===== config.mk =====
export PLATFORM = sky130hd
export DESIGN_NAME = uart_tx_arb
export DESIGN_NICKNAME = d
export VERILOG_FILES = /design/src/rtl/uart_tx_arb.sv
export SDC_FILE = /design/constraint.sdc
export NUM_CORES = 1
export LEC_CHECK = 0
export CAP_MARGIN = 20
export CORE_MARGIN = 10
export CORE_UTILIZATION = 55
export DETAILED_ROUTE_END_ITERATION = 8
export MAX_ROUTING_LAYER = met4
export PLACE_DENSITY = 0.81
export SLEW_MARGIN = 20
export SYNTH_ARGS = -nofsm -noshare
export SYNTH_HDL_FRONTEND = slang
export SYNTH_SLANG_ARGS = --single-unit

===== constraint.sdc =====
create_clock -name clk -period 14.6 [get_ports clk]
set_clock_uncertainty 0.2 [all_clocks]
set_input_delay 2.92 -clock clk [delete_from_list [all_inputs] [get_ports clk]]
set_output_delay 2.92 -clock clk [all_outputs]
set_load 0.02 [all_outputs]

===== src/rtl/uart_tx_arb.sv =====
// uart_tx_arb: round-robin sharing of one byte-wide UART transmitter among NUM_REQ word requesters.
module uart_tx_arb #(
  parameter int NUM_REQ    = 3,
  parameter int GAP_CYCLES = 0,
  parameter int TIMEOUT    = 32768
) (
  input  logic                   clk,
  input  logic                   rst_n,
  input  logic [NUM_REQ-1:0]     req,
  input  logic [NUM_REQ-1:0]     req_two,
  input  logic [16*NUM_REQ-1:0]  req_data,
  output logic [NUM_REQ-1:0]     ack,
  output logic                   err,
  output logic                   busy,
  output logic [2:0]             grant_id,
  output logic                   trmt,
  output logic [7:0]             tx_data,
  input  logic                   tx_done
);
  localparam int CW = $clog2(TIMEOUT);
  typedef enum logic [2:0] {IDLE, SEND_HI, WAIT_HI, SEND_LO, WAIT_LO, DONE, GAP} state_t;
  state_t state, state_n;
  logic [2:0] last_id;
  logic [15:0] data, sel_word, word;
  logic [CW-1:0] wcnt;
  logic [7:0] gcnt;
  logic abort, tx_done_q, rise, hit, any, sel_two, in_wait;
  int win;
  // scan descending so the nearest index after last_id is the final assignment
  always_comb begin
    win = 0;
    for (int i = NUM_REQ; i > 0; i--)
      if (|(req & (NUM_REQ'(1) << ((int'(last_id) + i) % NUM_REQ))))
        win = (int'(last_id) + i) % NUM_REQ;
  end
  always_comb begin
    any      = |req;
    sel_two  = |(req_two & (NUM_REQ'(1) << win));
    sel_word = 16'(req_data >> (16 * win));
    word     = state == IDLE ? sel_word : data;
    rise     = tx_done & ~tx_done_q;
    hit      = wcnt == CW'(TIMEOUT - 1);
    in_wait  = state == WAIT_HI || state == WAIT_LO;
    trmt     = state == SEND_HI || state == SEND_LO;
    busy     = state != IDLE;
    err      = state == DONE && abort;
    ack      = state == DONE ? NUM_REQ'(1) << grant_id : '0;
    state_n  = state;
    case (state)
      IDLE:    if (any) state_n = sel_two ? SEND_HI : SEND_LO;
      SEND_HI: state_n = WAIT_HI;
      SEND_LO: state_n = WAIT_LO;
      WAIT_HI: state_n = rise ? SEND_LO : hit ? DONE : WAIT_HI;
      WAIT_LO: if (rise || hit) state_n = DONE;
      DONE:    state_n = GAP_CYCLES > 0 ? GAP : IDLE;
      GAP:     if (gcnt == 8'(GAP_CYCLES - 1)) state_n = IDLE;
      default: state_n = IDLE;
    endcase
  end
  always_ff @(posedge clk) begin
    if (!rst_n) begin
      state     <= IDLE;
      last_id   <= 3'(NUM_REQ - 1);
      grant_id  <= '0;
      data      <= '0;
      tx_data   <= '0;
      wcnt      <= '0;
      gcnt      <= '0;
      abort     <= 1'b0;
      tx_done_q <= 1'b0;
    end else begin
      state     <= state_n;
      tx_done_q <= tx_done;
      wcnt      <= in_wait ? wcnt + 1'b1 : '0;
      gcnt      <= state == GAP ? gcnt + 1'b1 : '0;
      if (state == IDLE && any) begin
        data     <= sel_word;
        grant_id <= 3'(win);
        last_id  <= 3'(win);
      end
      if (state_n == SEND_HI) tx_data <= word[15:8];
      if (state_n == SEND_LO) tx_data <= word[7:0];
      // a byte completing in the final watchdog cycle is not an abort
      if (state == DONE) abort <= 1'b0;
      else if (in_wait && hit && !rise) abort <= 1'b1;
    end
  end
endmodule


---- Word-level counts from Yosys, hierarchy flattened ----
Cells that the tools add are included.
word-level totals
  register bits after elaboration ......... 58
  input bits .............................. 57
  output and inout bits ................... 17
  logic and storage cells ................. 73
cells by class
  add/sub/neg operators ................... 5
  divide/modulo/power cells ............... 3
  equal/unequal tests ..................... 10
  shifts and indexed selects .............. 6
  muxes and demuxes ....................... 14
  bitwise logic cells ..................... 7
  reduce and logical (&&, ||, !) cells .... 19
operator list
  cell                                                     count
  left shift 1 x 32 -> 3 bit (first input constant)        4
  remainder unit 32 x 3 -> 32 bit (second input constant)  3
  two-way mux 32 bit                                       3
  >> shifter 48 x 32 -> 16 bit                             1
  two-way mux 3 bit                                        6
  case mux 3 bit (6 select lines)                          1
  two-way mux 16 bit                                       1
  two-way mux 8 bit                                        2
  adder 15 x 1 -> 15 bit (second input constant)           1
  == test 15 bit (second input constant)                   1
  OR reduction 3 bit                                       5
  AND 3 bit                                                4
  == test 3 x 2 -> 1 bit (second input constant)           3
  == test 3 bit (second input constant)                    3
  adder 3 x 2 -> 4 bit (second input constant)             2
  adder 8 x 1 -> 8 bit (second input constant)             1
  == test 8 bit (second input constant)                    1
  == test 3 x 1 -> 1 bit (second input constant)           2
  adder 3 x 1 -> 4 bit (second input constant)             1
  logical AND 1 bit                                        4
  AND reduction 2 bit                                      2
  zero test 3 bit                                          1
  logical OR 1 bit                                         3
  nonzero test 3 bit                                       1
  7 further kinds                                          8

---- Logic depth before layout (Yosys ltp) ----
Gate-level depths: netlist of run 1.
  word-level depth ........................ 17
  mapped depth ............................ 26

---- Worst setup path before layout of run 1 ----
No wires, ideal clock.
  path type ............................... input to register
  start ................................... input port req[0]
  end ..................................... register tx_data[6]
  arrival time ............................ 5.334 ns
  path slack .............................. 8.906 ns
  cell stages on the path ................. 14
  cell sequence ........................... buf_2 inv_1 a21oi_1 a211o_1 nor3_1 nor3b_1 o31a_1 a211o_1 a221oi_2 a22oi_4 buf_6 and3_1 o31ai_1 a31oi_1
on the way
  longest elaborated chain between the ends .. 13
  elaborated cells between the ends (all ways) .. 23
  classes of those cells .................. eq/ne (2); shift (2); mux (9); bitwise (4); reduce/logical (6)
RTL lines
  what                                                              RTL line  text
  from (decl)                                                       9         input logic [NUM_REQ-1:0] req,
  AND 3 bit                                                         33        if (|(req & (NUM_REQ'(1) << ((int'(last_id) + i) % NUM_REQ))))
  OR reduction 3 bit                                                33
  two-way mux 32 bit (3 in a row)                                   33
  left shift 1 x 32 -> 3 bit                                        38        sel_two = |(req_two & (NUM_REQ'(1) << win));
  AND 3 bit                                                         38
  OR reduction 3 bit                                                38
  two-way mux 2 bit                                                 50        IDLE: if (any) state_n = sel_two ? SEND_HI : SEND_LO;
  two-way mux 3 bit                                                 50
  case mux 3 bit (6 select lines)                                   49        case (state)
  == test 3 x 2 -> 1 bit or == test 3 x 1 -> 1 bit (tied branches)  82, 81
  two-way mux 8 bit or nonzero test 2 bit (tied branches)           -
  to (signal assigned)                                              81        if (state_n == SEND_HI) tx_data <= word[15:8];
  to (signal assigned)                                              82        if (state_n == SEND_LO) tx_data <= word[7:0];
  to (decl)                                                         17        output logic [7:0] tx_data,
Parallel ways exist; a longest one is shown, timed or not. The select of a mux whose other input is x is not followed.
A chain may end at the register's enable or synchronous reset.

---- Worst setup path after layout of run 1 ----
  start ................................... input port req[2]
  end ..................................... register tx_data[7]
Same word-level chain as after synthesis.

==> flow_summary.json, run 1 <==
{
  "via_per_inst": 6.180,
  "synth_top_area_frac": 0.2333,
  "worst_slew_pin_slew_ns": 1.055,
  "period_share": 0.4651,
  "synthToLayoutAreaGrowth_pct": 17.29,
  "final_nets": 764,
  "clkSinkCount": 56,
  "min_path_type": "reg2reg",
  "crit_type": "in2reg",
  "synth-compound-area-share": 0.2710,
  "routed_wl_um": 13500,
  "vdd_drop_max_v": 0.0001370,
  "status": "finished, final reports clean",
  "hold_viol_final": 0,
  "drtIter0Drc": 376,
  "grt_setup_unrepaired": "no",
  "num_vias": 4901,
  "globalRouteOverflowTotal": 0,
  "setup_viol": 0,
  "clockBufferDepth": 2,
  "io_buffer_count": 73,
  "wl_per_cell_um": 17.02,
  "num_rows": 34,
  "synth.area.top_cells": "dfxtp_1 23%, nand2_1 7.7%, ha_1 6.0%, mux2i_1 5.6%, nor2_1 3.7%",
  "leakage_uw": 0.002215,
  "cp_max_fo": 18,
  "cts_tree": "built",
  "diodes": 0,
  "fp.coreArea_sq_mm": 0.008593,
  "path_clk_slew_ns": 0.10,
  "power_uw": 1127,
  "start_util": 0.5593,
  "yosys.area_share.simple": 0.2632,
  "clkLatencyLatePin_ns": 0.31,
  "cp-start-kind": "input pin",
  "yosysTopAreaCell": "dfxtp_1",
  "synth_fa_ha_area_frac": 0.05988,
  "ctsResizeCount": 0,
  "synth_mux_area_frac": 0.05858,
  "grt_pass1_wl_um": 22240,
  "critPathCaptureType": "flip-flop",
  "crit_path_cell_trace": "clkdlybuf4s50_1 > or3b_1 > a31o_1 > nor3b_1 > o31a_1 > a211o_1 > and2_1 > mux2i_1 > o21ai_0 > mux2i_1 > a31oi_1",
  "synth_flop_cell": "dfxtp_1",
  "fin_crit_ns": 6.791,
  "met3_usage": 0.03307,
  "grt_use_met1": 0.2504,
  "die-width_um": 113.5,
  "whs_ns": 0.2499,
  "final_cell_mix": "98 x nand2_1, 73 x clkdlybuf4s50_1, 56 x dfxtp_1",
  "tns_ns": 0,
  "rrSetupSlack_ns": 8.17,
  "cp_slowest_stage_delay_ns": 0.84,
  "antenna_found_initial": 0,
  "syn_avg_cell_area_sq_um": 7.521,
  "crit_required_ns": 14.62,
  "grt_max_degree": 38,
  "crit_start": "req[2]",
  "fillers": 739,
  "reg2reg_depth": 18,
  "postCtsHoldBufs": 0,
  "numCtsBuffers": 5,
  "p_per_area_mw_per_mm2": 199.9,
  "gr-usage-met2": 0.3414,
  "htreeDepth": 2,
  "ys_warn_count": 0,
  "drv_cap": 0,
  "syn_inst": 639,
  "arrival_ns": 6.82,
  "die_y_um": 113.5,
  "r2r_end": "tx_data[7]",
  "endpoint": "tx_data[7]",
  "dr.pass1.iters": 5,
  "cpMostUsedCell": "mux2i_1",
  "grt.busiest_layer": "met2",
  "track_usage": 0.2064,
  "synth.distinct_cells": 80,
  "seq_area_frac_synth": 0.2333,
  "synth_top_family_by_area": "compound AO/OA/AOI/OAI gates",
  "synth_fp_nets": 719,
  "grt_pass1_vias": 4735,
  "drv_slew": 0,
  "io_pins": 74,
  "synthArstFlopShare": 0,
  "netlist_area_sq_mm": 0.004806,
  "die-area_sq_mm": 0.01288,
  "max-slew-margin-rel": 0.2966,
  "layout-drive-gt1-share": 0.05255,
  "ys_seq_elements": 56,
  "slowest_stage": "and2_1",
  "postRouteAntennaNets": 0,
  "globalplace.congestion": 0.9768,
  "fmax_mhz": 147.3,
  "cts_setup_buffers": 0,
  "dp_hpwl_um": 10270,
  "drc": 0,
  "synth_xor_area_frac": 0.05233,
  "rr_startpoint": "last_id[1]",
  "cts-root-buf": "clkbuf_8",
  "synth_edf_count": 0,
  "final_common_cell": "nand2_1"
}
==> layout make-up <==
cell class / instances / area (sq um) / area share
multi-input cells: 518 / 3396 / 0.6024
flip-flops and latches: 56 / 1121 / 0.1989
repair buffers: 77 / 760.7 / 0.1350
well taps: 108 / 135.1 / 0.02397
inverters: 26 / 97.59 / 0.01731
clock buffers: 7 / 96.34 / 0.01709
clock inverters: 1 / 30.03 / 0.005327
==> where the power goes <==
group,switching [uW],total [uW],internal [uW]
combinational,505,818,314
clock,49.3,110,60.6
sequential,22.0,198,176
total,576,1130,551
==> per-stage QoR <==
step,setup slack [ns],cells,util,cell area [sq um]
final,7.809,793,0.6559,5637
after global routing,7.511,793,0.6559,5637
after CTS,7.876,793,0.6559,5637
after detailed placement,7.545,785,0.6412,5510
after global placement,7.807,785,0.6408,5507
after floorplan,8.906,639,-,4806
==> worst max-delay path, delay by kind of cell <==
family                 cells  cell delay [ns]
AND/OR/NAND/NOR            3             1.42
AO/OA/AOI/OAI              5             1.39
buffers and inverters      1             0.73
multiplexers               2             0.34
==> flip-flops by register name, indices dropped and copies added, names as in the netlist <==
| name | cells |
|---|---|
| abort | 1 |
| data | 16 |
| gcnt | 8 |
| grant_id | 3 |
| last_id | 1 |
| state | 3 |
| tx_data | 8 |
| tx_done_q | 1 |
| wcnt | 15 |
==> cell families (layout without fill, tap and decap cells) <==
logic type / Yosys count / after routing
xor+xnor: 27 / 27
simple gates: 255 / 255
buf+inv: 65 / 111
compound gates: 185 / 185
mux: 28 / 28
fa+ha+maj: 23 / 23
flops: 56 / 56
==> layer usage <==
layer | vias to the layer above | routed length [um] | share of wire
met1 | 2271 | 5987 | 0.44
li1 | 2390 | - | -
met2 | 209 | 6480 | 0.48
met4 | 0 | 304 | 0.023
met5 | - | 0 | 0
met3 | 31 | 727 | 0.054
==> Yosys cell counts (4+ instances only) <==
library cell	count
buf_1	5
inv_1	25
and3_1	21
buf_4	6
a31oi_1	10
a21oi_1	29
and2_1	7
xnor2_1	13
nor2b_1	5
o21ai_1	18
nand2b_1	6
nor4_1	6
a211oi_1	5
o31ai_1	12
a21o_1	5
xor2_1	12
mux2i_1	27
dfxtp_1	56
ha_1	23
buf_2	6
clkbuf_1	19
a211o_1	5
o21a_1	5
a221oi_1	4
nor2_1	48
nand4_1	6
o211ai_1	4
nor3_1	12
nor3b_1	5
a21boi_0	8
nand3_1	17
o21ai_0	28
or3_1	5
a21boi_1	19
nand2_1	98
==> worst min path at each step <==
stage                        from      end  slack [ns]  cells after the start
after floorplan           gcnt[0]  gcnt[0]        0.21                      1
after global placement    gcnt[0]  gcnt[0]        0.22                      1
after detailed placement  gcnt[0]  gcnt[0]        0.24                      1
after CTS                 gcnt[0]  gcnt[0]        0.25                      1
after global routing      data[4]  data[4]        0.28                      2
final                     gcnt[0]  gcnt[0]        0.25                      1
Power figures use the tool's default switching activity.
==> run 2: changes to the inputs <==
clock period = 7 ns   (was 14.6 ns; I/O delays follow)
==> run 2 against run 1 <==
Sequential power grew 110%. Worst setup slack lost 7.1 ns. Die area is the same. Design area shrank 0.49%. Clock-buffer cell count shrank 2. Largest cell class unchanged. Cell count grew 0.25%. Flip-flop and latch count is the same. Sequential share of layout area grew 0.098 points. Total power grew 100%. Routed wire length grew 0.76%. Highest routed layer unchanged. Core utilization shrank 0.32 points. Register-to-register slack lost 7.4 ns.
==> flow_summary.json, run 2 (synthesized netlist as in run 1, its figures left out) <==
{
  "p_per_area_mw_per_mm2": 410.1,
  "arrival_ns": 6.26,
  "grt_pass1_vias": 4812,
  "crit_path_cell_trace": "inv_1 > ha_1 > nor2_1 > a21oi_1 > nor2_1 > inv_1 > ha_1 > ha_1 > a31oi_4 > o31ai_1 > a21oi_1 > a41oi_2 > a211o_1 > and2_1 > a22oi_4 > a21boi_1 > o31ai_1 > a31oi_1",
  "start_util": 0.5593,
  "post_dp_cell_area_sq_mm": 0.005522,
  "pwr-share-clk": 0.077,
  "globalplace.congestion": 0.8971,
  "io_pins": 74,
  "crit_type": "reg2reg",
  "dr.pass1.iters": 5,
  "critPathCaptureType": "flip-flop",
  "fin_crit_ns": 6.254,
  "htreeDepth": 2,
  "die_y_um": 113.5,
  "path_clk_slew_ns": 0.10,
  "min_path_type": "reg2reg",
  "diodes": 0,
  "globalRouteOverflowTotal": 0,
  "final_nets": 766,
  "hold_viol_final": 0,
  "postCtsHoldBufs": 0,
  "layout-drive-gt1-share": 0.05386,
  "clkSinkCount": 56,
  "cpMostUsedCell": "ha_1",
  "cp_max_fo": 18,
  "cts_setup_buffers": 0,
  "die-width_um": 113.5,
  "path_delay_family": "compound AO/OA/AOI/OAI gates",
  "wl_per_cell_um": 17.11,
  "multi_input_area_sq_mm": 0.003392,
  "grt_pass1_wl_um": 22300,
  "track_usage": 0.2072,
  "final_cell_mix": "98 x nand2_1, 73 x clkdlybuf4s50_1, 56 x dfxtp_1",
  "ctsResizeCount": 0,
  "drv_slew": 0,
  "grt_setup_unrepaired": "no",
  "setup_viol": 0,
  "antenna_found_initial": 0,
  "drv_cap": 0,
  "power_switching_uw": 1203,
  "crit_required_ns": 7.00,
  "synthToLayoutAreaGrowth_pct": 16.71,
  "seqCellArea_sq_mm": 0.001121,
  "fp.coreArea_sq_mm": 0.008593,
  "max-slew-margin-rel": 0.2953,
  "final_common_cell": "nand2_1",
  "status": "finished, final reports clean",
  "cts-root-buf": "clkbuf_8",
  "vdd_drop_max_v": 0.0002170,
  "seq_power_share": 0.179,
  "num_rows": 34,
  "clockBufferDepth": 2,
  "leakage_uw": 0.002207,
  "numCtsBuffers": 5,
  "fmax_mhz": 159.9,
  "clkLatencyLatePin_ns": 0.31,
  "postRouteAntennaNets": 0,
  "worst_slew_pin_slew_ns": 1.057,
  "regMostFlops": "data",
  "final_area_sq_mm": 0.005609,
  "drc": 0,
  "whs_ns": 0.2541,
  "dp_hpwl_um": 10430,
  "tns_ns": 0,
  "fillers": 753,
  "cts_tree": "built",
  "routed_wl_um": 13600,
  "grt_max_degree": 37,
  "die-area_sq_mm": 0.01288,
  "via_per_inst": 6.138,
  "p_comb_frac": 0.744,
  "switching_share": 0.5229,
  "io_buffer_count": 73,
  "cp_num_buf_inv": 2,
  "cp_slowest_stage_delay_ns": 0.63,
  "drtIter0Drc": 386,
  "largest_reg_flops": 16,
  "reg_top3": "data x16, wcnt x15",
  "period_share": 0.8935,
  "cp-start-kind": "flip-flop",
  "internal_power_uw": 1098,
  "num_vias": 4880,
  "slowest_stage": "dfxtp_1"
}
[run 2: tightest hold or removal path: cells and delay by family (launching register included)]
kind / cells / cell delay [ns]
flip-flops: 1 / 0.32
AND/OR/NAND/NOR: 1 / 0.05
AO/OA/AOI/OAI: 1 / 0.05
[run 2: cell type report]
type / count / share of cell area
clock buffer: 5 / 0.01227
clock inverter: 3 / 0.003346
inverter: 26 / 0.01740
multi-input combinational: 518 / 0.6047
sequential: 56 / 0.1999
tap: 108 / 0.02409
timing repair buffer: 79 / 0.1383
[run 2: metrics by stage]
step	util	setup slack [ns]	instances	total power [uW]
global route	0.6527	0.2165	795	2487
finish	0.6527	0.7456	795	2300
global placement	0.6425	1.121	787	2056
floorplan	-	1.570	639	1740
CTS	0.6527	0.8215	795	2285
detailed placement	0.6425	0.8324	787	2103
[run 2: worst paths after layout]
check	from	endpoint	slack, ns	depth (start not counted)
worst max-delay path	last_id[1]	tx_data[4]	0.75	18
worst min-delay path	data[6]	data[6]	0.25	2
worst max register to register	last_id[1]	tx_data[4]	0.75	18
worst min register to register	data[6]	data[6]	0.25	2
[run 2: layer usage]
layer / wire length, um / global-route usage
met5: 0 / -
met1: 5946 / 0.2469
met2: 6695 / 0.3520
met3: 647 / 0.02992
met4: 313 / 0.06261
[run 2: power groups by stage]
stage                     combinational [uW]  clock, uW  sequential [uW]
after global placement                  1640          0              416
final                                   1710        176              412
after floorplan                         1330          0              407
after detailed placement                1680          0              419
after global routing                    1880        193              419
after CTS                               1690        180              412
